File: config.mk
export PLATFORM = sky130hd
export DESIGN_NAME = shader_instr_issuer
export DESIGN_NICKNAME = d
export VERILOG_FILES = /design/src/rtl/shader_pkg.sv /design/src/rtl/issue_scoreboard.sv /design/src/rtl/shader_instr_issuer.sv
export SDC_FILE = /design/constraint.sdc
export NUM_CORES = 1
export LEC_CHECK = 0
export CORE_MARGIN = 2
export CORE_UTILIZATION = 55
export DETAILED_ROUTE_END_ITERATION = 7
export PLACE_DENSITY = 0.74
export RECOVER_POWER = 50
export SLEW_MARGIN = 20
export SYNTH_ARGS = -nofsm -noshare
export SYNTH_HDL_FRONTEND = slang
export SYNTH_HIERARCHICAL = 1
export SYNTH_SLANG_ARGS = --single-unit
File: constraint.sdc
create_clock -name clk -period 6 [get_ports clk]
set_input_delay 0.6 -clock clk [delete_from_list [all_inputs] [get_ports clk]]
set_output_delay 0.6 -clock clk [all_outputs]
set_load 0.005 [all_outputs]
File: src/rtl/shader_pkg.sv
// Instruction word layout, opcodes and issuer state encoding.
// Shared with the shader_core decoder.
package shader_pkg;

   localparam int INSTR_W = 16;

   typedef enum logic [2:0] {
      OP_ADD  = 3'd0,
      OP_SUB  = 3'd1,
      OP_AND  = 3'd2,
      OP_OR   = 3'd3,
      OP_XOR  = 3'd4,
      OP_MUL  = 3'd5,
      OP_RSV6 = 3'd6,
      OP_HALT = 3'd7
   } op_t;

   typedef enum logic [1:0] {
      ST_IDLE  = 2'd0,
      ST_RUN   = 2'd1,
      ST_DRAIN = 2'd2,
      ST_DONE  = 2'd3
   } state_t;

   // {op[15:13], rs1[12:10], rs2[9:7], rd[6:4], rsvd[3:0]}
   function automatic op_t get_op(input logic [INSTR_W-1:0] w);
      return op_t'(w[15:13]);
   endfunction

   function automatic logic [2:0] get_rs1(input logic [INSTR_W-1:0] w);
      return w[12:10];
   endfunction

   function automatic logic [2:0] get_rs2(input logic [INSTR_W-1:0] w);
      return w[9:7];
   endfunction

   function automatic logic [2:0] get_rd(input logic [INSTR_W-1:0] w);
      return w[6:4];
   endfunction

endpackage

File: src/rtl/issue_scoreboard.sv
// Shift pipe of in-flight destination registers; flags RAW hazards for the
// word about to issue and reports whether results are still in flight.
module issue_scoreboard #(
   parameter int WB_LAT = 2
) (
   input  logic       clk,
   input  logic       rst_n,
   input  logic       ins_v_i,
   input  logic [2:0] ins_rd_i,
   input  logic [2:0] rs1_i,
   input  logic [2:0] rs2_i,
   output logic       hazard_o,
   output logic       pending_o
);

   localparam int   N  = (WB_LAT > 1) ? WB_LAT - 1 : 0;
   localparam int   NE = (N > 0) ? N : 1;
   // With WB_LAT=1 a single entry is kept but never marked valid.
   localparam logic EN = (N > 0);

   logic [NE-1:0] v_q;
   logic [2:0]    rd_q [NE];

   always_ff @(posedge clk or negedge rst_n) begin
      if (!rst_n) begin
         v_q <= '0;
         for (int i = 0; i < NE; i++) rd_q[i] <= '0;
      end else begin
         v_q[0]  <= ins_v_i & EN;
         rd_q[0] <= ins_rd_i;
         for (int i = 1; i < NE; i++) begin
            v_q[i]  <= v_q[i-1];
            rd_q[i] <= rd_q[i-1];
         end
      end
   end

   // pending ignores the oldest entry: it retires at the coming edge.
   always_comb begin
      hazard_o  = 1'b0;
      pending_o = 1'b0;
      for (int i = 0; i < NE; i++) begin
         if (v_q[i] && (rd_q[i] == rs1_i || rd_q[i] == rs2_i)) hazard_o = 1'b1;
      end
      for (int i = 0; i < NE - 1; i++) begin
         if (v_q[i]) pending_o = 1'b1;
      end
   end

endmodule

File: src/rtl/shader_instr_issuer.sv
// Program store, program counter and run FSM feeding shader_core over valid/ready,
// with bubbles inserted for read-after-write hazards.
//
//  state    | meaning
//  ST_IDLE  | waiting for start; store loadable
//  ST_RUN   | presenting store[pc], transferring on ready
//  ST_DRAIN | last issue done (or HALT seen); waiting for results to land
//  ST_DONE  | one-cycle done pulse
module shader_instr_issuer
   import shader_pkg::*;
#(
   parameter int DEPTH  = 16,
   parameter int WB_LAT = 2,
   localparam int AW    = $clog2(DEPTH)
) (
   input  logic               clk,
   input  logic               rst_n,
   input  logic               load_en,
   input  logic [AW-1:0]      load_addr,
   input  logic [INSTR_W-1:0] load_data,
   input  logic [AW:0]        prog_len,
   input  logic               start,
   output logic [INSTR_W-1:0] instr,
   output logic               instr_valid,
   input  logic               core_ready,
   output logic               busy,
   output logic               done,
   output logic [AW-1:0]      pc,
   output logic [15:0]        issued_cnt
);

   logic [INSTR_W-1:0] store_q [DEPTH];
   state_t             state_q;
   logic [AW-1:0]      pc_q;
   logic [AW:0]        len_q;
   logic [15:0]        cnt_q;
   logic               hold_q;

   logic [INSTR_W-1:0] cur_w;
   logic               is_halt;
   logic               hazard;
   logic               pending;
   logic               valid;
   logic               xfer;
   logic               last;

   assign cur_w   = store_q[pc_q];
   assign is_halt = (get_op(cur_w) == OP_HALT);
   // Once offered, a word stays valid until taken regardless of the hazard check.
   assign valid   = (state_q == ST_RUN) && !is_halt && (hold_q || !hazard);
   assign xfer    = valid && core_ready;
   assign last    = ({1'b0, pc_q} == (len_q - (AW+1)'(1)));

   issue_scoreboard #(.WB_LAT(WB_LAT)) u_sb (
      .clk       (clk),
      .rst_n     (rst_n),
      .ins_v_i   (xfer),
      .ins_rd_i  (get_rd(cur_w)),
      .rs1_i     (get_rs1(cur_w)),
      .rs2_i     (get_rs2(cur_w)),
      .hazard_o  (hazard),
      .pending_o (pending)
   );

   // Store is deliberately not reset.
   always_ff @(posedge clk) begin
      if (load_en && state_q == ST_IDLE) store_q[load_addr] <= load_data;
   end

   always_ff @(posedge clk or negedge rst_n) begin
      if (!rst_n) begin
         state_q <= ST_IDLE;
         pc_q    <= '0;
         len_q   <= '0;
         cnt_q   <= '0;
         hold_q  <= 1'b0;
      end else begin
         case (state_q)
            ST_IDLE: begin
               hold_q <= 1'b0;
               if (start) begin
                  len_q   <= prog_len;
                  pc_q    <= '0;
                  cnt_q   <= '0;
                  state_q <= (prog_len == '0) ? ST_DONE : ST_RUN;
               end
            end
            ST_RUN: begin
               hold_q <= valid && !core_ready;
               if (xfer) begin
                  pc_q <= pc_q + AW'(1);
                  if (cnt_q != 16'hFFFF) cnt_q <= cnt_q + 16'd1;
                  if (last) state_q <= ST_DRAIN;
               end else if (is_halt) begin
                  state_q <= ST_DRAIN;
               end
            end
            ST_DRAIN: begin
               hold_q <= 1'b0;
               if (!pending) state_q <= ST_DONE;
            end
            default: begin
               hold_q  <= 1'b0;
               state_q <= ST_IDLE;
            end
         endcase
      end
   end

   assign instr       = (state_q == ST_RUN) ? cur_w : '0;
   assign instr_valid = valid;
   assign busy        = (state_q != ST_IDLE);
   assign done        = (state_q == ST_DONE);
   assign pc          = pc_q;
   assign issued_cnt  = cnt_q;

endmodule

==> metrics, run 1 <==
Leak Pwr=4.57 nW; syn nets=727; first-pass GRT wire length=38,600 um; cell count along the critical path=8; Synth area leader=edfxtp_1; hold wc startpoint=len_q[3]$_DFFE_PN0P_; sequential power share=0.471; I/O Buffers=between 60 and 70; Routed WL=25,600 um; Syn. warnings=6; CTS Hold Bufs=0; initial antenna violation count=1; clock network power share=0.331; clk sink count=288; worst setup margin=1.17 ns; Synth Flop Type=edfxtp_1; critical register-to-register path startpoint=pc[1]$_DFFE_PN0P_; final worst-path cycle share=0.804; Vias=~6,800; final hold vios=0; sequential-to-total area share from yosys stat=0.713; CTS Buffer Depth=3; failing checks=capacitance limit, slew limit; Worst-Margin Slew=roughly 1.8 ns; DP HPWL=15,600 um; crit path cell chain=buf_4, mux4_2, a22oi_1, nand2_2, nand3_1, nand2_1, nor2_1, clkdlybuf4s50_1; commonest cells after routing, fill and taps aside=edfxtp_1, mux4_2, nand2_1; power per cell area=between 300 and 400 mW/mm2; CTS tree=done; DRC=0; max incr delay on CP=roughly 1.0 ns; Mean Syn Cell Area=between 15 and 20 um2; final slew viol count=33; post-route ant nets=0; dpl cell area=about 0.013 mm2; FF-to-FF End=issued_cnt[15]$_DFFE_PN0P_; filler instances=1,401; asr flop ratio synth=0.111; Die Width=151 um; clk slew on worst S/H paths=about 0.06 ns; critical path's slowest cell=dfrtp_4; Tmin final=4.83 ns; Tot Pwr=just over 5 mW; Top delay family on crit path=buffers and inverters; Starting Density=0.563; post-route cell area=0.0138 mm2; share of cells above drive strength 1=0.165; FF+latch count, synth=288; Die ar.=0.0228 mm2; overall routing resource usage=0.229; Mapped Cells=slightly below 700; worst hold slack=roughly 0.55 ns; CTS root buffer=clkbuf_16; sw frac=0.264; Peak supply drop=~260 uV; most common cell after layout, fill and taps aside=edfxtp_1; CP startpoint=pc[0]$_DFFE_PN0P_; CTS buffer count=29; crit path DAT=4.23 ns; Die Span Y=around 150 um; clk_skew=between 0.01 and 0.015 ns; Crit Path Max Fanout=50; core area=around 0.021 mm2; worst min path class=reg -> reg; RD Place Congestion=between 0.8 and 0.9; Post-synth EDFFs=approximately 260; number of global-route vias before repair=6,713; setup TNS=0 ns; setup violators final=0; postcts setup bufs=0; CP Class=reg -> out; Reg2Reg Depth=15; Rows=53; CP bufs+invs=2; CP Capture Type=output pin; CTS resizes=0; nets=around 820; outcome=finished, violations left; Max Cap Violations=1; Detailed Routing Iterations Pass 1=6; Critical Path Sink=instr_valid; I/O Pins=a little under 70; synth unique cells=54; RSZ-0062 raised after global routing=false; Reg2Reg Setup Slack=1.41 ns; CP Data Required Time=about 5.4 ns; number of H-tree levels=1; GRT overflow=0; post-synth top area share=0.646; P_int=3.73 mW; Synth area leaders=edfxtp_1, mux4_2, dfrtp_1; Comb power frac=0.199; pre-CTS setup slack=~1.5 ns; DRT iter0 DRCs=approximately 640; pin count of the biggest net entering global routing=between 50 and 60; synthesis-to-finish area growth=16.2%; Startpoint Class=flop; Worst-Skew Late Latency=~0.55 ns; Post-Syn Area=around 0.012 mm2; NetSw=around 1.3 mW; wire per inst=23.7 um; slew margin rel.=-0.209; Via density=between 6 and 7; Max Fclk=roughly 0.21 GHz
synthesized netlist by cell type (12+ instances only):
master,instances
edfxtp_1,256
mux4_2,50
nand2_1,44
mux2i_1,37
dfrtp_1,32
nor2_1,31
a221oi_1,18
clkbuf_1,15
a21oi_1,14
nand3_1,14
o21ai_1,14
nor3_1,12
flip-flops by register name, indices dropped and copies added, names as in the netlist:
register	flops
len_q	5
hold_q	1
issued_cnt	16
store_q	256
state_q	2
pc	4
u_sb/v_q	1
u_sb/rd_q	3
metrics by stage:
| stage | std cells | util |
|---|---|---|
| 3_5_place_dp | 1022 | 0.612 |
| 5_1_grt | 1075 | 0.654 |
| 3_3_place_gp | 1022 | 0.612 |
| 4_1_cts | 1075 | 0.654 |
| 2_1_floorplan | 690 | - |
| 6_report | 1076 | 0.654 |
worst register-to-register path, stage by stage, from the launching register on:
cell and delay, ns:
dfrtp_2 0.54, buf_4 0.59, nor2b_1 0.10, buf_4 0.24, a221oi_1 0.40, a22oi_1 0.18
nand2_1 0.12, xor2_1 0.20, nor3_1 0.08, o31a_1 0.31, nor2b_1 0.16, nand2b_1 0.23
a211o_1 0.33, a31oi_4 0.50, nor2_1 0.11, or3_1 0.38
per-layer routing:
metal | vias up | share of wire | GRT usage
li1 | 2951 | - | -
met1 | 3429 | 0.40 | 0.309
met2 | 323 | 0.50 | 0.393
met3 | 62 | 0.076 | 0.0377
met4 | 2 | 0.024 | 0.0631
met5 | - | 0.00051 | 0
worst min path at each step:
| stage | cells after the start | to |
|---|---|---|
| after CTS | 2 | u_sb/rd_q[2]$_DFF_PN0_ |
| after floorplan | 0 | hold_q$_DFF_PN0_ |
| after detailed placement | 1 | len_q[3]$_DFFE_PN0P_ |
| final | 1 | len_q[3]$_DFFE_PN0P_ |
| after global routing | 1 | issued_cnt[14]$_DFFE_PN0P_ |
| after global placement | 2 | len_q[4]$_DFFE_PN0P_ |
power by group through the flow:
stage	registers, mW	logic, mW	clock network, mW
finish	2.39	1.01	1.68
global route	2.40	1.09	1.78
detailed placement	2.43	1.02	0
floorplan	2.35	0.749	0
CTS	2.39	1.02	1.70
global placement	2.42	0.992	0
kinds of logic after synthesis:
| kind of cell | after synthesis | share of synthesized area |
|---|---|---|
| other cells | 1 | 0.000315 |
| flops | 288 | 0.713 |
| xor+xnor | 10 | 0.00735 |
| mux | 92 | 0.130 |
| buf+inv | 47 | 0.0192 |
| compound gates | 100 | 0.0631 |
| fa+ha+maj | 7 | 0.00735 |
| simple gates | 145 | 0.0595 |
layout make-up:
class	count	area [um2]	area share
Antenna cell	1	2.50	0.000181
Clock buffer	38	759	0.0549
Clock inverter	15	125	0.00904
Inverter	12	45.0	0.00325
Multi-Input combinational cell	355	3210	0.232
Sequential cell	288	8490	0.614
Tap cell	275	344	0.0249
Timing Repair Buffer	92	857	0.0619
Note: power is estimated with default switching activity, not from simulation.
==> inputs of run 2 (changes only) <==
--- a/config.mk
+++ b/config.mk
@@ -6,9 +6,9 @@
 export NUM_CORES = 1
 export LEC_CHECK = 0
 export CORE_MARGIN = 2
-export CORE_UTILIZATION = 55
+export CORE_UTILIZATION = 54
 export DETAILED_ROUTE_END_ITERATION = 7
-export PLACE_DENSITY = 0.74
+export PLACE_DENSITY = 0.76
 export RECOVER_POWER = 50
 export SLEW_MARGIN = 20
 export SYNTH_ARGS = -nofsm -noshare
==> constraint.sdc (replaced) <==
create_clock -name clk -period 4.25 [get_ports clk]
set_input_delay 0.425 -clock clk [delete_from_list [all_inputs] [get_ports clk]]
set_output_delay 0.425 -clock clk [all_outputs]
set_load 0.005 [all_outputs]
==> metrics, run 2 (synthesis results as in run 1) <==
Tmin final=slightly above 4 ns; critical register-to-register path startpoint=pc[0]$_DFFE_PN0P_; CTS root buffer=clkbuf_16; post-route cell area=0.0140 mm2 (+1.0%); critical path's slowest cell=clkdlybuf4s50_1; Die Width=153 um (+0.90%); CTS Buffer Depth=3 (unchanged); number of global-route vias before repair=6,955 (+3.6%); outcome=finished, violations left; # diodes=0 (-1); initial antenna violation count=1 (unchanged); commonest cells after routing, fill and taps aside=edfxtp_1, mux4_2, nand2_1; clk_skew=0.0158 ns (+0.00578 ns); Die Span Y=153 um (+0.90%); hold wc startpoint=prog_len[4]; Rows=54 (+1.9%); max incr delay on CP=0.53 ns (-0.50 ns); first-pass GRT wire length=40,500 um (+4.9%); I/O Pins=69 (unchanged); DP HPWL=16,000 um (+2.1%); Worst-Skew Late Latency=0.55 ns (about the same); power per cell area=523 mW/mm2 (+43%); crit path cell chain=buf_4, mux4_2, a22oi_1, nand2_1, xor2_1, nor3_1, o31a_1, nor2b_1, nor2_1, clkdlybuf4s50_1; setup TNS=0 ns (unchanged); post-route ant nets=0 (unchanged); GRT overflow=0 (unchanged); final hold vios=0 (unchanged); DRT iter0 DRCs=688 (+7.7%); most common cell after layout, fill and taps aside=edfxtp_1; Max Cap Violations=1 (unchanged); number of H-tree levels=1 (unchanged); CP startpoint=pc[0]$_DFFE_PN0P_; Starting Density=0.547 (-0.0156); dpl cell area=0.0130 mm2 (+0.51%); nets=827 (+1.5%); CP Class=reg -> out; slew margin rel.=-0.239 (-0.0299); DRC=0 (unchanged); Crit Path Max Fanout=8 (-84%); crit path DAT=3.61 ns (-0.62 ns); worst min path class=in -> reg; final core utilization=0.643 (-0.0117); FF-to-FF End=issued_cnt[5]$_DFFE_PN0P_; largest register by flop count=store_q; Endpoint, Worst Hold=len_q[4]$_DFFE_PN0P_; overall routing resource usage=0.229 (-0.000624); Max Fclk=roughly 0.25 GHz; CP Capture Type=output pin; synthesis-to-finish area growth=17.4%; setup violators final=0 (unchanged); Reg2Reg Setup Slack=0.31 ns (-1.10 ns); core area=0.0218 mm2 (+2.8%); Leak Pwr=4.67 nW (+2.2%); Vias=6,819 (+0.77%); M2 GR Usage=0.376 (-0.0176); GR Util met3=0.0444 (+0.00672); Peak supply drop=385 uV (+50%); pin count of the biggest net entering global routing=37 (-27%); RD Place Congestion=0.857 (+2.1%); Reg2Reg Depth=13 (-2); Top delay family on crit path=buffers and inverters; RSZ-0062 raised after global routing=false; met1 Use GR=0.313 (+0.00354); final slew viol count=33 (unchanged); worst hold stages=3 (+2); Die ar.=0.0233 mm2 (+1.8%); Via density=6.24 (-0.71%); CTS buffer count=29 (unchanged); failing checks=capacitance limit, slew limit; I/O Buffers=68 (unchanged); CTS tree=done; gr busiest metal=met2; clk sink count=288 (unchanged); wire per inst=24.3 um (+2.4%); filler instances=1,463 (+4.4%); Startpoint Class=flop; clk slew on worst S/H paths=0.06 ns (about the same); CTS Hold Bufs=0 (unchanged); Worst-Margin Slew=1.86 ns (+0.0448 ns); CP Data Required Time=3.83 ns (-1.57 ns); Routed WL=26,600 um (+4.0%); share of cells above drive strength 1=0.186 (+0.0210); max reg flops=256 (unchanged); CP bufs+invs=2 (unchanged); final worst-path cycle share=0.949; Detailed Routing Iterations Pass 1=5 (-1)
[run 2: changes by cell type in the layout (fill, tap and decap cells not counted), sizes merged]
cell | before | now
clkdlybuf4s50 | 41 | 40
clkbuf | 39 | 33
clkinvlp | 2 | 1
buf | 23 | 35
dlygate4sd3 | 27 | 28
bufinv | 2 | 3
diode | 1 | 0
clkinv | 10 | 16
[run 2: metrics by stage]
step / cells / hold WS [ns] / power, mW / setup WS (ns)
3_3_place_gp: 1035 / 0.507 / 4.84 / 0.251
2_1_floorplan: 690 / 0.129 / 4.38 / 0.243
5_1_grt: 1092 / 0.513 / 7.60 / 0.0993
3_5_place_dp: 1035 / 0.542 / 4.89 / 0.112
4_1_cts: 1089 / 0.294 / 7.34 / 0.0758
6_report: 1092 / 0.521 / 7.31 / 0.215
[run 2: worst max-delay path by stage]
stage                                  to  depth (start not counted)
2_1_floorplan   issued_cnt[7]$_DFFE_PN0P_                         17
3_3_place_gp   issued_cnt[15]$_DFFE_PN0P_                         14
3_5_place_dp   issued_cnt[15]$_DFFE_PN0P_                         14
4_1_cts                       instr_valid                         10
5_1_grt                       instr_valid                         11
6_report                      instr_valid                         10
[run 2: repair_timing]
item	CTS	global route
buffers inserted	1	3
gates resized for setup	1	1
endpoints found under the setup margin	1	3
[run 2: metal layers]
metal | vias to the layer above | wire length [um]
li1 | 2965 | -
met3 | 50 | 2260
met5 | - | 7
met1 | 3467 | 10500
met2 | 335 | 13000
met4 | 2 | 798
[run 2: cell type report]
| type | instances | area [um2] | share of cell area |
|---|---|---|---|
| inverter | 12 | 45.0 | 0.00322 |
| timing repair buffer | 104 | 958 | 0.0686 |
| clock buffer | 32 | 737 | 0.0527 |
| multi-input combinational | 355 | 3210 | 0.230 |
| tap | 280 | 350 | 0.0251 |
| sequential | 288 | 8490 | 0.608 |
| clock inverter | 21 | 181 | 0.0130 |
[run 2: worst register-to-register path: stages (launching register included)]
cell	delay, ns
dfrtp_4	0.51
buf_4	0.23
mux4_2	0.53
a22oi_1	0.26
nand2_1	0.11
xor2_1	0.20
nor3_1	0.09
o31a_1	0.31
nor2b_1	0.16
nand2b_1	0.16
a211o_1	0.30
a31oi_4	0.48
o21ai_0	0.24
a22o_1	0.28
[run 2: power by group]
| group | total, mW | internal [mW] | switching, mW |
|---|---|---|---|
| clock network | 2.44 | 1.42 | 1.02 |
| logic | 1.57 | 0.736 | 0.829 |
| registers | 3.30 | 3.20 | 0.0945 |
| total | 7.31 | 5.36 | 1.94 |
==> inputs of run 3 (changes only) <==
--- a/config.mk
+++ b/config.mk
@@ -6,12 +6,12 @@
 export NUM_CORES = 1
 export LEC_CHECK = 0
 export CORE_MARGIN = 2
-export CORE_UTILIZATION = 54
+export CORE_UTILIZATION = 55
+export CTS_BUF_LIST = sky130_fd_sc_hd__clkbuf_8
 export DETAILED_ROUTE_END_ITERATION = 7
-export PLACE_DENSITY = 0.76
+export PLACE_DENSITY = 0.77
 export RECOVER_POWER = 50
 export SLEW_MARGIN = 20
 export SYNTH_ARGS = -nofsm -noshare
 export SYNTH_HDL_FRONTEND = slang
-export SYNTH_HIERARCHICAL = 1
 export SYNTH_SLANG_ARGS = --single-unit
==> metrics, run 3 <==
RD Place Congestion=0.819 (-4.5%); post-synth top area share=0.632 (-0.0133); GRT overflow=0 (unchanged); I/O Buffers=68 (unchanged); CTS Buffer Depth=3 (unchanged); Reg2Reg Setup Slack=0.71 ns (+0.40 ns); CP Class=reg -> out; initial antenna violation count=0 (-1); syn nets=725 (-0.28%); worst min path class=in -> reg; post-route ant nets=0 (unchanged); clk sink count=288 (unchanged); DRC=0 (unchanged); clk slew on worst S/H paths=0.06 ns (about the same); Vias=6,908 (+1.3%); count leader, synth=edfxtp_1; final slew viol count=33 (unchanged); FF/Latch Area=0.00849 mm2 (unchanged); Die Span Y=153 um (+0.12%); FF-to-FF End=issued_cnt[12]$_DFFE_PN0P_; CP Data Required Time=3.83 ns (about the same); setup TNS=0 ns (unchanged); I/O Pins=69 (unchanged); CP Capture Type=output pin; Endpoint, Worst Hold=len_q[4]$_DFFE_PN0P_; Via density=6.19 (-0.87%); Worst-Skew Late Latency=0.57 ns (+0.02 ns); DP HPWL=16,400 um (+2.6%); Synth top cells by count=edfxtp_1, mux4_2, mux2i_1; most common cell after layout, fill and taps aside=edfxtp_1; nets=837 (+1.2%); final worst-path cycle share=0.938 (-0.0108); CTS tree=done; # diodes=0 (unchanged); clk_skew=0.0240 ns (+0.00814 ns); Syn. warnings=0 (-6); Reg2Reg Depth=6 (-7); Worst-Margin Slew=1.88 ns (+0.0199 ns); CTS buffer count=47 (+62%); postcts setup bufs=0 (-1); Leak Pwr=4.71 nW (+0.86%); CTS Hold Bufs=0 (unchanged); outcome=finished, violations left; post-synthesis mux area share=0.157 (+0.0265); compound-cell area share of the yosys netlist=0.0424 (-0.0208); filler instances=1,510 (+3.2%); placed cells=1,031 (-0.39%); commonest cells after routing, fill and taps aside=edfxtp_1, mux4_2, clkbuf_8; critical register-to-register path startpoint=pc[0]$_DFFE_PN0P_; Post-Syn Area=0.0122 mm2 (+2.1%); synth unique cells=57 (+5.6%); Routed WL=26,500 um (-0.16%); share of cells above drive strength 1=0.197 (+0.0114); FF+latch count, synth=288 (unchanged); first-pass GRT wire length=40,500 um (-0.14%); sequential-to-total area share from yosys stat=0.698 (-0.0147); hold wc startpoint=prog_len[4]; CTS resizes=0 (-1); Crit Path Max Fanout=26 (+18); Synth area leaders=edfxtp_1, mux4_2, dfrtp_1; Mapped Cells=688 (-0.29%); Post-synth EDFFs=256 (unchanged); asr flop ratio synth=0.111 (unchanged); worst hold stages=3 (unchanged); Max Cap Violations=1 (unchanged); slew margin rel.=-0.252 (-0.0133); worst hold slack=0.498 ns (-0.0236 ns); Tmin final=3.99 ns (-0.0460 ns); number of H-tree levels=2 (+1); simple-gate share of the synthesized area=0.0732 (+0.0137); number of global-route vias before repair=7,044 (+1.3%); DRT iter0 DRCs=654 (-4.9%); largest family of logic cells by synthesized area=multiplexers; Die Width=153 um (+0.12%); largest register by flop count=store_q; Synth Area in Adders=0.00720 (-0.000152); combined area of the multi-input logic cells=0.00345 mm2 (+7.5%); Synth Flop Type=edfxtp_1; crit path DAT=3.56 ns (-0.05 ns); XOR/XNOR share of the synthesized area=0.00288 (-0.00447); Startpoint Class=flop; Rows=54 (unchanged); Mean Syn Cell Area=17.7 um2 (+2.4%); core area=0.0218 mm2 (unchanged); Peak supply drop=291 uV (-24%); overall routing resource usage=0.229 (about the same); final hold vios=0 (unchanged); pin count of the biggest net entering global routing=36 (-2.7%); Starting Density=0.559 (+0.0116); max reg flops=256 (unchanged); CTS root buffer=clkbuf_8; power per cell area=462 mW/mm2 (-12%); setup violators final=0 (unchanged); Die ar.=0.0233 mm2 (+0.25%); Layout Cells excl Fill=1,116 (+2.2%); Max Fclk=0.251 GHz (+1.2%); failing checks=capacitance limit, slew limit; RSZ-0062 raised after global routing=false; wire per inst=23.8 um (-2.3%); Synth area leader=edfxtp_1; Detailed Routing Iterations Pass 1=5 (unchanged); synthesis-to-finish area growth=15.8%
-- run 3: cell types whose count changed in the layout (fill, tap and decap cells not counted), moves of 11 or more --
| cell | delta |
|---|---|
| a221oi_1 | -16 |
| inv_1 | +22 |
| o21ai_1 | -14 |
| mux4_2 | +12 |
| clkbuf_16 | -29 |
| clkbuf_8 | +48 |
| or3_1 | +11 |
| nand2_1 | -11 |
-- run 3: final cells by class --
class	count	area share
timing repair buffer	96	0.0648
tap	280	0.0249
sequential	288	0.603
clock buffer	48	0.0469
clock inverter	37	0.0111
inverter	15	0.00400
multi-input combinational	352	0.245
-- run 3: how the worst max path moves through the flow --
stage,from,endpoint,slack [ns],depth (start not counted)
after floorplan,pc[0]$_DFFE_PN0P_,instr[4],1.15,7
after global placement,pc[1]$_DFFE_PN0P_,issued_cnt[12]$_DFFE_PN0P_,0.77,8
after detailed placement,pc[0]$_DFFE_PN0P_,issued_cnt[12]$_DFFE_PN0P_,0.72,6
after CTS,pc[0]$_DFFE_PN0P_,instr_valid,0.23,5
after global routing,pc[0]$_DFFE_PN0P_,instr_valid,0.11,8
final,pc[0]$_DFFE_PN0P_,instr_valid,0.26,5
-- run 3: cell families after synthesis --
logic type | count (synthesis)
and+or+nand+nor | 168
buffers and inverters | 48
adders and majority gates | 7
xor gates and xnor gates | 4
DFF | 288
AOI/OAI and AO/OA | 61
muxes | 112
-- run 3: per-stage QoR --
step                      setup WS [ns]   util  cell area (um2)  total power, mW
after floorplan                    1.15      -            12200             4.07
after global placement            0.770  0.610            13300             4.44
after detailed placement          0.718  0.610            13300             4.49
after CTS                         0.226  0.648            14100             6.57
after global routing              0.115  0.647            14100             6.80
final                             0.262  0.647            14100             6.51
-- run 3: per-layer routing --
layer | GRT usage | share of wire | vias to the layer above
met1 | 0.324 | 0.41 | 3533
met4 | 0.0547 | 0.011 | 0
li1 | - | - | 3015
met5 | 0 | 0 | -
met2 | 0.372 | 0.50 | 332
met3 | 0.0475 | 0.083 | 28
-- run 3: report_power, final --
group / internal, mW / switching [mW] / leakage [nW]
Sequential: 3.19 / 0.107 / 2.73
Clock: 1.05 / 1.04 / 0.482
Combinational: 0.539 / 0.591 / 1.51
-- run 3: worst max-delay path: stages (launching register included) --
cell	delay (ns)
dfrtp_4	0.76
mux4_2	0.56
mux4_2	0.54
a31oi_4	0.35
and3_1	0.26
clkdlybuf4s50_1	0.51
